`config.mk`:
```
export PLATFORM = sky130hd
export DESIGN_NAME = posit_encode_accum_prod_es3
export DESIGN_NICKNAME = d
export VERILOG_FILES = /design/src/rtl/posit_encode_accum_prod_es3_pkg.sv /design/src/rtl/posit_encode_accum_prod_es3_round.sv /design/src/rtl/posit_encode_accum_prod_es3.sv
export SDC_FILE = /design/constraint.sdc
export NUM_CORES = 1
export LEC_CHECK = 0
export ABC_CLOCK_PERIOD_IN_PS = 7800
export CORE_UTILIZATION = 64
export CTS_BUF_LIST = sky130_fd_sc_hd__clkbuf_4 sky130_fd_sc_hd__clkbuf_8 sky130_fd_sc_hd__clkbuf_16
export DETAILED_ROUTE_END_ITERATION = 16
export HOLD_SLACK_MARGIN = 0.03
export PLACE_DENSITY_LB_ADDON = 0.3
export SLEW_MARGIN = 30
export SYNTH_ARGS = -nofsm -noshare
export SYNTH_HDL_FRONTEND = slang
export SYNTH_SLANG_ARGS = --single-unit
```
`constraint.sdc`:
```
create_clock -name clk -period 7.8 [get_ports clk]
set_input_delay 1.17 -clock clk [delete_from_list [all_inputs] [get_ports clk]]
set_output_delay 1.17 -clock clk [all_outputs]
set_load 0.02 [all_outputs]
```
`src/rtl/posit_encode_accum_prod_es3_pkg.sv`:
```
// Shared definitions for the es=3 product-accumulator encoder.
//   - posit width / scale limits for the default 32-bit build
//   - serialized accumulator layout {sgn, scale, fraction, inf, zero}, MSB first
//   - value_accum_prod struct matching that layout
//   - shift_right: right shift with a caller-chosen fill bit
package posit_defines_es3;

  localparam int POSIT_NBITS_ES3    = 32;
  localparam int POSIT_MAXSCALE_ES3 = 240;
  localparam int POSIT_ES_ES3       = 3;

  localparam int SCALE_BITS_ACCUM = 10;
  localparam int FBITS_ACCUM      = 32;
  localparam int POSIT_SERIALIZED_WIDTH_ACCUM_PROD_ES3 = 1 + SCALE_BITS_ACCUM + FBITS_ACCUM + 2;

  // Bit offsets inside the serialized accumulator word
  localparam int ACC_ZERO_OFS  = 0;
  localparam int ACC_INF_OFS   = 1;
  localparam int ACC_FRAC_OFS  = 2;
  localparam int ACC_SCALE_OFS = ACC_FRAC_OFS + FBITS_ACCUM;
  localparam int ACC_SGN_OFS   = ACC_SCALE_OFS + SCALE_BITS_ACCUM;

  typedef struct packed {
    logic                               sgn;
    logic signed [SCALE_BITS_ACCUM-1:0] scale;
    logic [FBITS_ACCUM-1:0]             fraction;
    logic                               inf;
    logic                               zero;
  } value_accum_prod;

  typedef value_accum_prod accum_prod_es3_t;

  typedef enum logic [2:0] {
    CLS_NORM,
    CLS_ZERO,
    CLS_NAR,
    CLS_MAXP,
    CLS_MINP
  } enc_cls_e;

  // Working vector for regime insertion: {lead bit, e, fraction} at the top,
  // padded below so a regime of up to NBITS bits never pushes payload off the end.
  localparam int SHIFT_W = POSIT_NBITS_ES3 + 1 + POSIT_ES_ES3 + FBITS_ACCUM;

  function automatic logic [SHIFT_W-1:0] shift_right(input logic [SHIFT_W-1:0] v,
                                                     input logic [6:0]         sh,
                                                     input logic               fill);
    logic [2*SHIFT_W-1:0] ext;
    ext = {{SHIFT_W{fill}}, v} >> sh;
    return ext[SHIFT_W-1:0];
  endfunction

endpackage

```
`src/rtl/posit_encode_accum_prod_es3_round.sv`:
```
// posit_round_rne_es3: combinational round-to-nearest-even and sign stage.
//   body   : NBITS-1 kept magnitude bits (regime, exponent, fraction)
//   guard  : first dropped bit
//   sticky : OR of all further dropped bits
//   sgn    : negate result when set
//   posit  : rounded, clamped, signed posit
// Rounding never overflows into the sign bit (clamps to maxpos) and never
// reaches zero (clamps to minpos).
module posit_round_rne_es3 #(
  parameter int NBITS = 32
) (
  input  logic [NBITS-2:0] body,
  input  logic             guard,
  input  logic             sticky,
  input  logic             sgn,
  output logic [NBITS-1:0] posit
);

  logic             rup;
  logic [NBITS-1:0] sum;
  logic [NBITS-1:0] mag;

  assign rup = guard & (body[0] | sticky);
  assign sum = {1'b0, body} + {{(NBITS-1){1'b0}}, rup};

  always_comb begin
    mag = sum;
    if (sum[NBITS-1])
      mag = {1'b0, {(NBITS-1){1'b1}}};
    else if (sum == '0)
      mag = {{(NBITS-1){1'b0}}, 1'b1};
  end

  assign posit = sgn ? -mag : mag;

endmodule

```
`src/rtl/posit_encode_accum_prod_es3.sv`:
```
// posit_encode_accum_prod_es3: encodes the serialized es=3 product accumulator
// into an NBITS posit (RNE), three pipeline stages, ready/valid both sides.
//   clk, rst (async, active high)
//   in_valid / in_ready / in_accum / in_truncated : accumulator side
//   out_valid / out_ready / out_posit             : writeback side
// Optional build macro POSIT_ENCODE_INEXACT_EN adds out_inexact (guard|sticky
// nonzero or saturation), aligned with out_posit.
// Stages: S1 classify + split scale into k/e, S2 regime insertion and
// guard/sticky extraction, S3 round/sign into the output register.
module posit_encode_accum_prod_es3
  import posit_defines_es3::*;
#(
  parameter int NBITS = POSIT_NBITS_ES3,
  parameter int ES    = POSIT_ES_ES3
) (
  input  logic                                             clk,
  input  logic                                             rst,
  input  logic                                             in_valid,
  output logic                                             in_ready,
  input  logic [POSIT_SERIALIZED_WIDTH_ACCUM_PROD_ES3-1:0] in_accum,
  input  logic                                             in_truncated,
  output logic                                             out_valid,
  input  logic                                             out_ready,
  output logic [NBITS-1:0]                                 out_posit
`ifdef POSIT_ENCODE_INEXACT_EN
  ,
  output logic                                             out_inexact
`endif
);

  localparam int STAGES   = 3;
  localparam int MAXSCALE = (NBITS - 2) * 8;
  localparam int PL_W     = 1 + ES + FBITS_ACCUM;
  localparam int PAD_W    = SHIFT_W - PL_W;
  localparam logic signed [SCALE_BITS_ACCUM-1:0] MAXSCALE_S = SCALE_BITS_ACCUM'(MAXSCALE);
  localparam logic signed [SCALE_BITS_ACCUM-1:0] MINSCALE_S = SCALE_BITS_ACCUM'(-MAXSCALE);

  if (ES != 3) begin : g_es_bad
    $error("posit_encode_accum_prod_es3: ES must be 3");
  end
  if (NBITS < 8 || MAXSCALE > POSIT_MAXSCALE_ES3) begin : g_nbits_bad
    $error("posit_encode_accum_prod_es3: NBITS must be 8..32");
  end

  // ---------------- handshake / valid pipe ----------------
  logic              advance;
  logic [STAGES:1]   vld_pipe;

  assign advance   = ~out_valid | out_ready;
  assign in_ready  = advance;
  assign out_valid = vld_pipe[STAGES];

  always_ff @(posedge clk or posedge rst) begin
    if (rst)
      vld_pipe <= '0;
    else if (advance)
      vld_pipe <= {vld_pipe[STAGES-1:1], in_valid};
  end

  // ---------------- S1: unpack / classify ----------------
  accum_prod_es3_t    acc;
  enc_cls_e           cls_d;
  logic signed [6:0]  k_d;

  always_comb begin
    acc.sgn      = in_accum[ACC_SGN_OFS];
    acc.scale    = in_accum[ACC_SCALE_OFS +: SCALE_BITS_ACCUM];
    acc.fraction = in_accum[ACC_FRAC_OFS +: FBITS_ACCUM];
    acc.inf      = in_accum[ACC_INF_OFS];
    acc.zero     = in_accum[ACC_ZERO_OFS];
  end

  always_comb begin
    cls_d = CLS_NORM;
    if (acc.inf)                    cls_d = CLS_NAR;
    else if (acc.zero)              cls_d = CLS_ZERO;
    else if (acc.scale > MAXSCALE_S) cls_d = CLS_MAXP;
    else if (acc.scale < MINSCALE_S) cls_d = CLS_MINP;
  end

  // Only meaningful for CLS_NORM, where |k| <= 30 fits in 7 bits
  assign k_d = 7'(acc.scale >>> ES);

  enc_cls_e               s1_cls;
  logic                   s1_sgn;
  logic signed [6:0]      s1_k;
  logic [ES-1:0]          s1_e;
  logic [FBITS_ACCUM-1:0] s1_frac;
  logic                   s1_trunc;

  always_ff @(posedge clk) begin
    if (advance) begin
      s1_cls   <= cls_d;
      s1_sgn   <= acc.sgn;
      s1_k     <= k_d;
      s1_e     <= acc.scale[ES-1:0];
      s1_frac  <= acc.fraction;
      s1_trunc <= in_truncated;
    end
  end

  // ---------------- S2: regime insertion ----------------
  // k>=0: shift {0,e,f} right by k+1 filling ones -> 1..10 e f
  // k<0 : shift {1,e,f} right by -k   filling zeros -> 0..01 e f
  logic               neg_k;
  logic [6:0]         shamt;
  logic [SHIFT_W-1:0] shifted;
  logic [NBITS-2:0]   body_n;
  logic               guard_n;
  logic               sticky_n;

  assign neg_k   = s1_k[6];
  assign shamt   = neg_k ? 7'(-s1_k) : 7'(s1_k + 7'sd1);
  assign shifted = shift_right({neg_k, s1_e, s1_frac, {PAD_W{1'b0}}}, shamt, ~neg_k);

  always_comb begin
    body_n   = shifted[SHIFT_W-1 -: NBITS-1];
    guard_n  = shifted[SHIFT_W-NBITS];
    sticky_n = (|shifted[SHIFT_W-NBITS-1:0]) | s1_trunc;
    case (s1_cls)
      CLS_MAXP: begin
        body_n   = '1;
        guard_n  = 1'b0;
        sticky_n = 1'b0;
      end
      CLS_MINP: begin
        body_n   = {{(NBITS-2){1'b0}}, 1'b1};
        guard_n  = 1'b0;
        sticky_n = 1'b0;
      end
      default: ;
    endcase
  end

  enc_cls_e         s2_cls;
  logic             s2_sgn;
  logic [NBITS-2:0] s2_body;
  logic             s2_guard;
  logic             s2_sticky;

  always_ff @(posedge clk) begin
    if (advance) begin
      s2_cls    <= s1_cls;
      s2_sgn    <= s1_sgn;
      s2_body   <= body_n;
      s2_guard  <= guard_n;
      s2_sticky <= sticky_n;
    end
  end

  // ---------------- S3: round / sign / specials ----------------
  logic [NBITS-1:0] rnd_posit;
  logic [NBITS-1:0] res;

  posit_round_rne_es3 #(.NBITS(NBITS)) u_round (
    .body   (s2_body),
    .guard  (s2_guard),
    .sticky (s2_sticky),
    .sgn    (s2_sgn),
    .posit  (rnd_posit)
  );

  always_comb begin
    res = rnd_posit;
    if (s2_cls == CLS_NAR)
      res = {1'b1, {(NBITS-1){1'b0}}};
    else if (s2_cls == CLS_ZERO)
      res = '0;
  end

  always_ff @(posedge clk or posedge rst) begin
    if (rst)
      out_posit <= '0;
    else if (advance && vld_pipe[STAGES-1])
      out_posit <= res;
  end

`ifdef POSIT_ENCODE_INEXACT_EN
  logic inx_n;
  logic s2_inx;

  always_comb begin
    inx_n = 1'b0;
    case (s1_cls)
      CLS_NORM:           inx_n = (|shifted[SHIFT_W-NBITS:0]) | s1_trunc;
      CLS_MAXP, CLS_MINP: inx_n = 1'b1;
      default:            inx_n = 1'b0;
    endcase
  end

  always_ff @(posedge clk) begin
    if (advance)
      s2_inx <= inx_n;
  end

  always_ff @(posedge clk or posedge rst) begin
    if (rst)
      out_inexact <= 1'b0;
    else if (advance && vld_pipe[STAGES-1])
      out_inexact <= s2_inx;
  end
`endif

endmodule
```
**After elaboration in Yosys (flattened, before gate mapping)**

Index checks and enable logic that the tools add are counted.

- Add/sub/neg operators: 4
- Order comparisons: 2
- Equal/unequal tests: 4
- Shift-type cells: 1
- Muxes and demuxes: 10
- Bitwise gates (word level): 6
- Reduce and logical (&&, ||, !) cells: 5

Operator list:

| operator | number |
|---|---|
| $shr 136x7->68 | 1 |
| $mux 32 | 4 |
| $pmux 31 s2 | 1 |
| $reduce_or 36->1 | 1 |
| $add 31x1->32 | 1 |
| $logic_not 32->1 | 1 |
| $neg 32->32 | 1 |
| $mux 31 | 1 |
| $gt 10x9->1 const B | 1 |
| $lt 10x9->1 const B | 1 |
| $add 7x2->7 const B | 1 |
| $mux 7 | 1 |
| $neg 7->7 | 1 |
| $eq 3x2->1 const B | 2 |
| $mux 2 | 2 |
| $eq 3x1->1 const B | 1 |
| $eq 3x3->1 const B | 1 |
| $mux 3 | 1 |
| $or 1x1->1 | 3 |
| $reduce_or 3->1 | 1 |
| $not 1->1 | 2 |
| $reduce_or 2->1 | 1 |
| $and 1x1->1 | 1 |
| $logic_and 1x1->1 | 1 |

- Flip-flop bits (word level): 119
- Output and inout bits: 34
- Word-level logic and storage cells: 46

**Longest topological paths before layout**

- Word-level depth: 10
- Mapped depth: 21
- Gate-level depth less buffers: 18

**By module**

Synthesis repeated with hierarchy kept, for this count alone.

- Cells, all modules: 1125
- Area, all modules: 10070.9 µm²

By module, submodules not included:

| module | times used | cells an instance | area an instance (µm²) | seq. area each (µm²) |
|---|---|---|---|---|
| posit_encode_accum_prod_es3 | 1 | 794 | 7923.8 | 3398.3 |
| posit_round_rne_es3 | 1 | 331 | 2147.1 | 0.0 |

**Worst setup path after synthesis**

OpenSTA, ideal clock, no wires.

- Kind: input to register
- Start: in out_ready
- End: reg out_posit[29]
- Arrival: 5171 ps
- Path slack: 2560 ps
- Cell stages on the path: 5
- Buffers on the path: 1
- Cells stage by stage: nand2b_1 clkbuf_1 o211ai_1 or4_1 nand3_1

- Word-level cells in the longest chain between the ends: 2

RTL lines:

| item | RTL line | text |
|---|---|---|
| from (decl) | posit_encode_accum_prod_es3.sv:23 | `input logic out_ready,` |
| $or 1x1->1 | posit_encode_accum_prod_es3.sv:49 | `assign advance = ~out_valid \| out_ready;` |
| named net in_ready | posit_encode_accum_prod_es3.sv:19 | `output logic in_ready,` |
| $logic_and 1x1->1 | posit_encode_accum_prod_es3.sv:174 | `else if (advance && vld_pipe[STAGES-1])` |
| to (signal assigned) | posit_encode_accum_prod_es3.sv:175 | `out_posit <= res;` |
| to (decl) | posit_encode_accum_prod_es3.sv:24 | `output logic [NBITS-1:0] out_posit` |

The timed path passes the listed nets, and every way through them passes these cells.
A chain may end at the register's enable or synchronous reset.

**Worst setup path after layout**

- Start: reg s1_k[6]
- End: reg s2_sticky, data pin

- Word-level cells in the longest chain between the ends: 5

RTL lines:

| item | RTL line | text |
|---|---|---|
| from (decl) | posit_encode_accum_prod_es3.sv:86 | `logic signed [6:0] s1_k;` |
| from (signal assigned) | posit_encode_accum_prod_es3.sv:95 | `s1_k <= k_d;` |
| $add 7x2->7 / $neg 7->7 (equally long branches) | posit_encode_accum_prod_es3.sv:113 | `assign shamt = neg_k ? 7'(-s1_k) : 7'(s1_k + 7'sd1);` |
| $mux 7 | posit_encode_accum_prod_es3.sv:113 |  |
| $shr 136x7->68 * | posit_encode_accum_prod_es3_pkg.sv:49 | `ext = {{SHIFT_W{fill}}, v} >> sh;` |
| $reduce_or 36->1 * | posit_encode_accum_prod_es3.sv:119 | `sticky_n = (\|shifted[SHIFT_W-NBITS-1:0]) \| s1_trunc;` |
| $or 1x1->1 * | posit_encode_accum_prod_es3.sv:119 |  |
| to (signal assigned) | posit_encode_accum_prod_es3.sv:147 | `s2_sticky <= sticky_n;` |
| to (decl) | posit_encode_accum_prod_es3.sv:139 | `logic s2_sticky;` |

Mark *: on every way between the ends. The rest lies on a longest branch, timed or not.

==> flow_metrics.env <==
export IMPL_relSlewSlack_pct=41.2
export IMPL_synthTopCellsByArea="edfxtp_1 28%, dfrtp_1 9.7%, nand2_1 5.0%"
export IMPL_power_leakage_nw=3.90
export IMPL_max_freq_mhz=190
export IMPL_synthArstFlopShare_pct=29.4
export IMPL_design_area_sq_um=10400
export IMPL_finalHoldViolations=0
export IMPL_diodes=0
export IMPL_grt_pass1_vias=7841
export IMPL_fin_crit_sh_pct=67.6
export IMPL_ys_flop_type="edfxtp_1"
export IMPL_firstDrtPassIters=6
export IMPL_via_per_inst=6.64
export IMPL_cts_root_buffer="clkbuf_16"
export IMPL_antenna_left=0
export IMPL_power_switching_mw=1.62
export IMPL_ys_seq_elements=119
export IMPL_htree_num_levels=4
export IMPL_worstMarginPinSlew_ns=0.878
export IMPL_layout_drive_gt1_share_pct=11.2
export IMPL_crit_path_start_kind="register"
export IMPL_grt_max_degree=58
export IMPL_ios=84
export IMPL_grt_pass1_wl_mm=40.1
export IMPL_path_clk_slew_ns=0.06
export IMPL_fp_dieH_um=121
export IMPL_drv_slew=0
export IMPL_nets=1110
export IMPL_clock_sinks=119
export IMPL_netSwitchingFraction_pct=44.1
export IMPL_synth_warnings=0
export IMPL_synth_most_common_cell="nand2_1"
export IMPL_min_period_ns=5.27
export IMPL_setup_violations=0
export IMPL_syn_area_sq_um=9010
export IMPL_synthTopCellsByCount="121 x nand2_1, 85 x nor2_1, 84 x edfxtp_1"
export IMPL_dp_hpwl_mm=18.6
export IMPL_netlist_area_leader_share_pct=28.0
export IMPL_cp_data_required_time_ns=7.96
export IMPL_ys_seq_area_share_pct=37.7
export IMPL_critPathKind="reg2reg"
export IMPL_power_density_nw_per_um2=351
export IMPL_seqPwrFrac_pct=30.4
export IMPL_synth_distinct_cells=86
export IMPL_critPathCaptureType="register"
export IMPL_holdWs_ns=0.440
export IMPL_port_buffer_count=83
export IMPL_status="completed"
export IMPL_coreArea_sq_um=13800
export IMPL_total_power_mw=3.66
export IMPL_wire_per_inst_um=20.1
export IMPL_cts_tree="done"
export IMPL_vias=8274
export IMPL_antenna_found_initial=0
export IMPL_die_width_um=121
export IMPL_internal_power_mw=2.05
export IMPL_power_frac_clock_pct=19.9
export IMPL_num_fill_cells=1022
export IMPL_min_path_type="reg2reg"
export IMPL_peakVddDrop_uv=160
export IMPL_hold_buffers=0
export IMPL_synth_edf_count=84
export IMPL_final_cells=1247
export IMPL_yosysTopAreaCell="edfxtp_1"
export IMPL_first_iter_violations=863
export IMPL_path_max_fanout=29
export IMPL_synth_fp_nets=1066
export IMPL_synth_avg_cell_area_sq_um=8.93
export IMPL_syn_inst=1010
export IMPL_cts_inserted_buffers=17
export IMPL_pwr_share_comb_pct=49.7
export IMPL_overflow=0
export IMPL_row_count=43
export IMPL_place_gp_congestion=1.02
export IMPL_cap_violations=0
export IMPL_post_cts_resized=0
export IMPL_drc=0
export IMPL_start_util_pct=65.2
export IMPL_placed_area_sq_um=9870
export IMPL_clock_skew_ns=0.00824
export IMPL_final_setup_tns_ns=0
export IMPL_track_usage_pct=35.7
export IMPL_dieArea_sq_um=14600
export IMPL_arrival_ns=5.43
export IMPL_area_delta_synth_final_pct=15.7
export IMPL_ctsLongestPathBuffers=2
export IMPL_place_inst=1214
export IMPL_rsz0062_at_grt="no"
export IMPL_post_cts_buffers=0
export IMPL_routed_wl_mm=25.1
export IMPL_worst_skew_pair_late_latency_ns=0.42
-- cell families after synthesis --
logic type | share of synthesized area [%]
simple gates | 21.0
compound gates | 19.8
flops | 37.7
buf+inv | 4.37
mux | 9.62
xor+xnor | 6.61
fa+ha+maj | 0.833
-- stage by stage --
step	worst slack (ns)	util, %
2_1_floorplan	2.56	-
3_3_place_gp	2.84	71.3
3_5_place_dp	2.69	71.4
4_1_cts	2.69	75.3
5_1_grt	2.27	75.4
6_report	2.53	75.4
-- worst max-delay path: stages (launching register included) --
cell and delay, ns:
edfxtp_1 0.81, clkinv_1 0.43, ha_1 0.38, buf_4 0.32, clkinv_1 0.73, a211oi_1 0.44, a21oi_1 0.10, a21o_1 0.27
o22ai_1 0.12, a221oi_1 0.09, nor4_1 0.64, o221ai_1 0.25, nor4_1 0.29, a31oi_1 0.11
-- flip-flops by register name (all words and copies together), names as in the netlist --
| name | flops |
|---|---|
| s1_k | 7 |
| s1_frac | 32 |
| s2_sgn | 1 |
| s2_guard | 1 |
| s1_sgn | 1 |
| s1_e | 3 |
| s1_cls | 3 |
| out_posit | 32 |
| s2_sticky | 1 |
| s1_trunc | 1 |
| vld_pipe | 3 |
| s2_body | 31 |
| s2_cls | 3 |
-- layout by cell type, fill, tap and decap left out, types with 10 or more instances in the layout --
cell and n:
a31oi_1 13, and3_1 13, nand2_1 120, buf_4 12, nor3_1 26, mux2_2 21, o21ai_0 74, nor4_1 14
o21ai_1 22, clkdlybuf4s50_1 83, dfrtp_1 35, xor2_1 29, nor2_1 85, edfxtp_1 84, a21oi_1 80, inv_1 12
o21a_1 10, clkbuf_16 17, mux2i_1 45, nand4_1 21, xnor2_1 37, nand3_1 34
-- layer usage --
metal / share of wire [%] / vias to the layer above / track usage (%)
met3: 5.2 / 90 / 5.24
met4: 4.6 / 0 / 19.8
met1: 40 / 3946 / 42.2
li1: - / 3842 / -
met5: 0 / - / 0
met2: 50 / 396 / 62.1
-- power groups by stage --
stage	registers, mW	clock network [mW]	logic [mW]
4_1_cts	1.11	0.725	1.79
6_report	1.11	0.727	1.82
3_5_place_dp	1.12	0	1.77
3_3_place_gp	1.10	0	1.74
5_1_grt	1.14	0.753	1.97
2_1_floorplan	1.11	0	1.23
-- area by class of cell --
type                    instances  area (sq um)  area share, %
well taps                     180           225           2.16
inverters                      15          56.3          0.540
clock buffers                  18           439           4.21
clock inverters                14          96.3          0.924
multi-input cells             805          5280           50.6
repair buffers                 96           932           8.94
flip-flops and latches        119          3400           32.6
-- worst paths after layout --
check	startpoint	end	slack (ns)	cells past startpoint
setup / recovery	s1_k[6]	s2_sticky	2.53	13
setup reg to reg	s1_k[6]	s2_sticky	2.53	13
max in group asynchronous	rst	out_posit[22]	6.33	3
hold / removal	s1_sgn	s2_sgn	0.44	0
min in group asynchronous	rst	out_posit[3]	1.15	3
hold reg to reg	s1_sgn	s2_sgn	0.44	0
No activity file was read; power rests on OpenSTA's default activity.
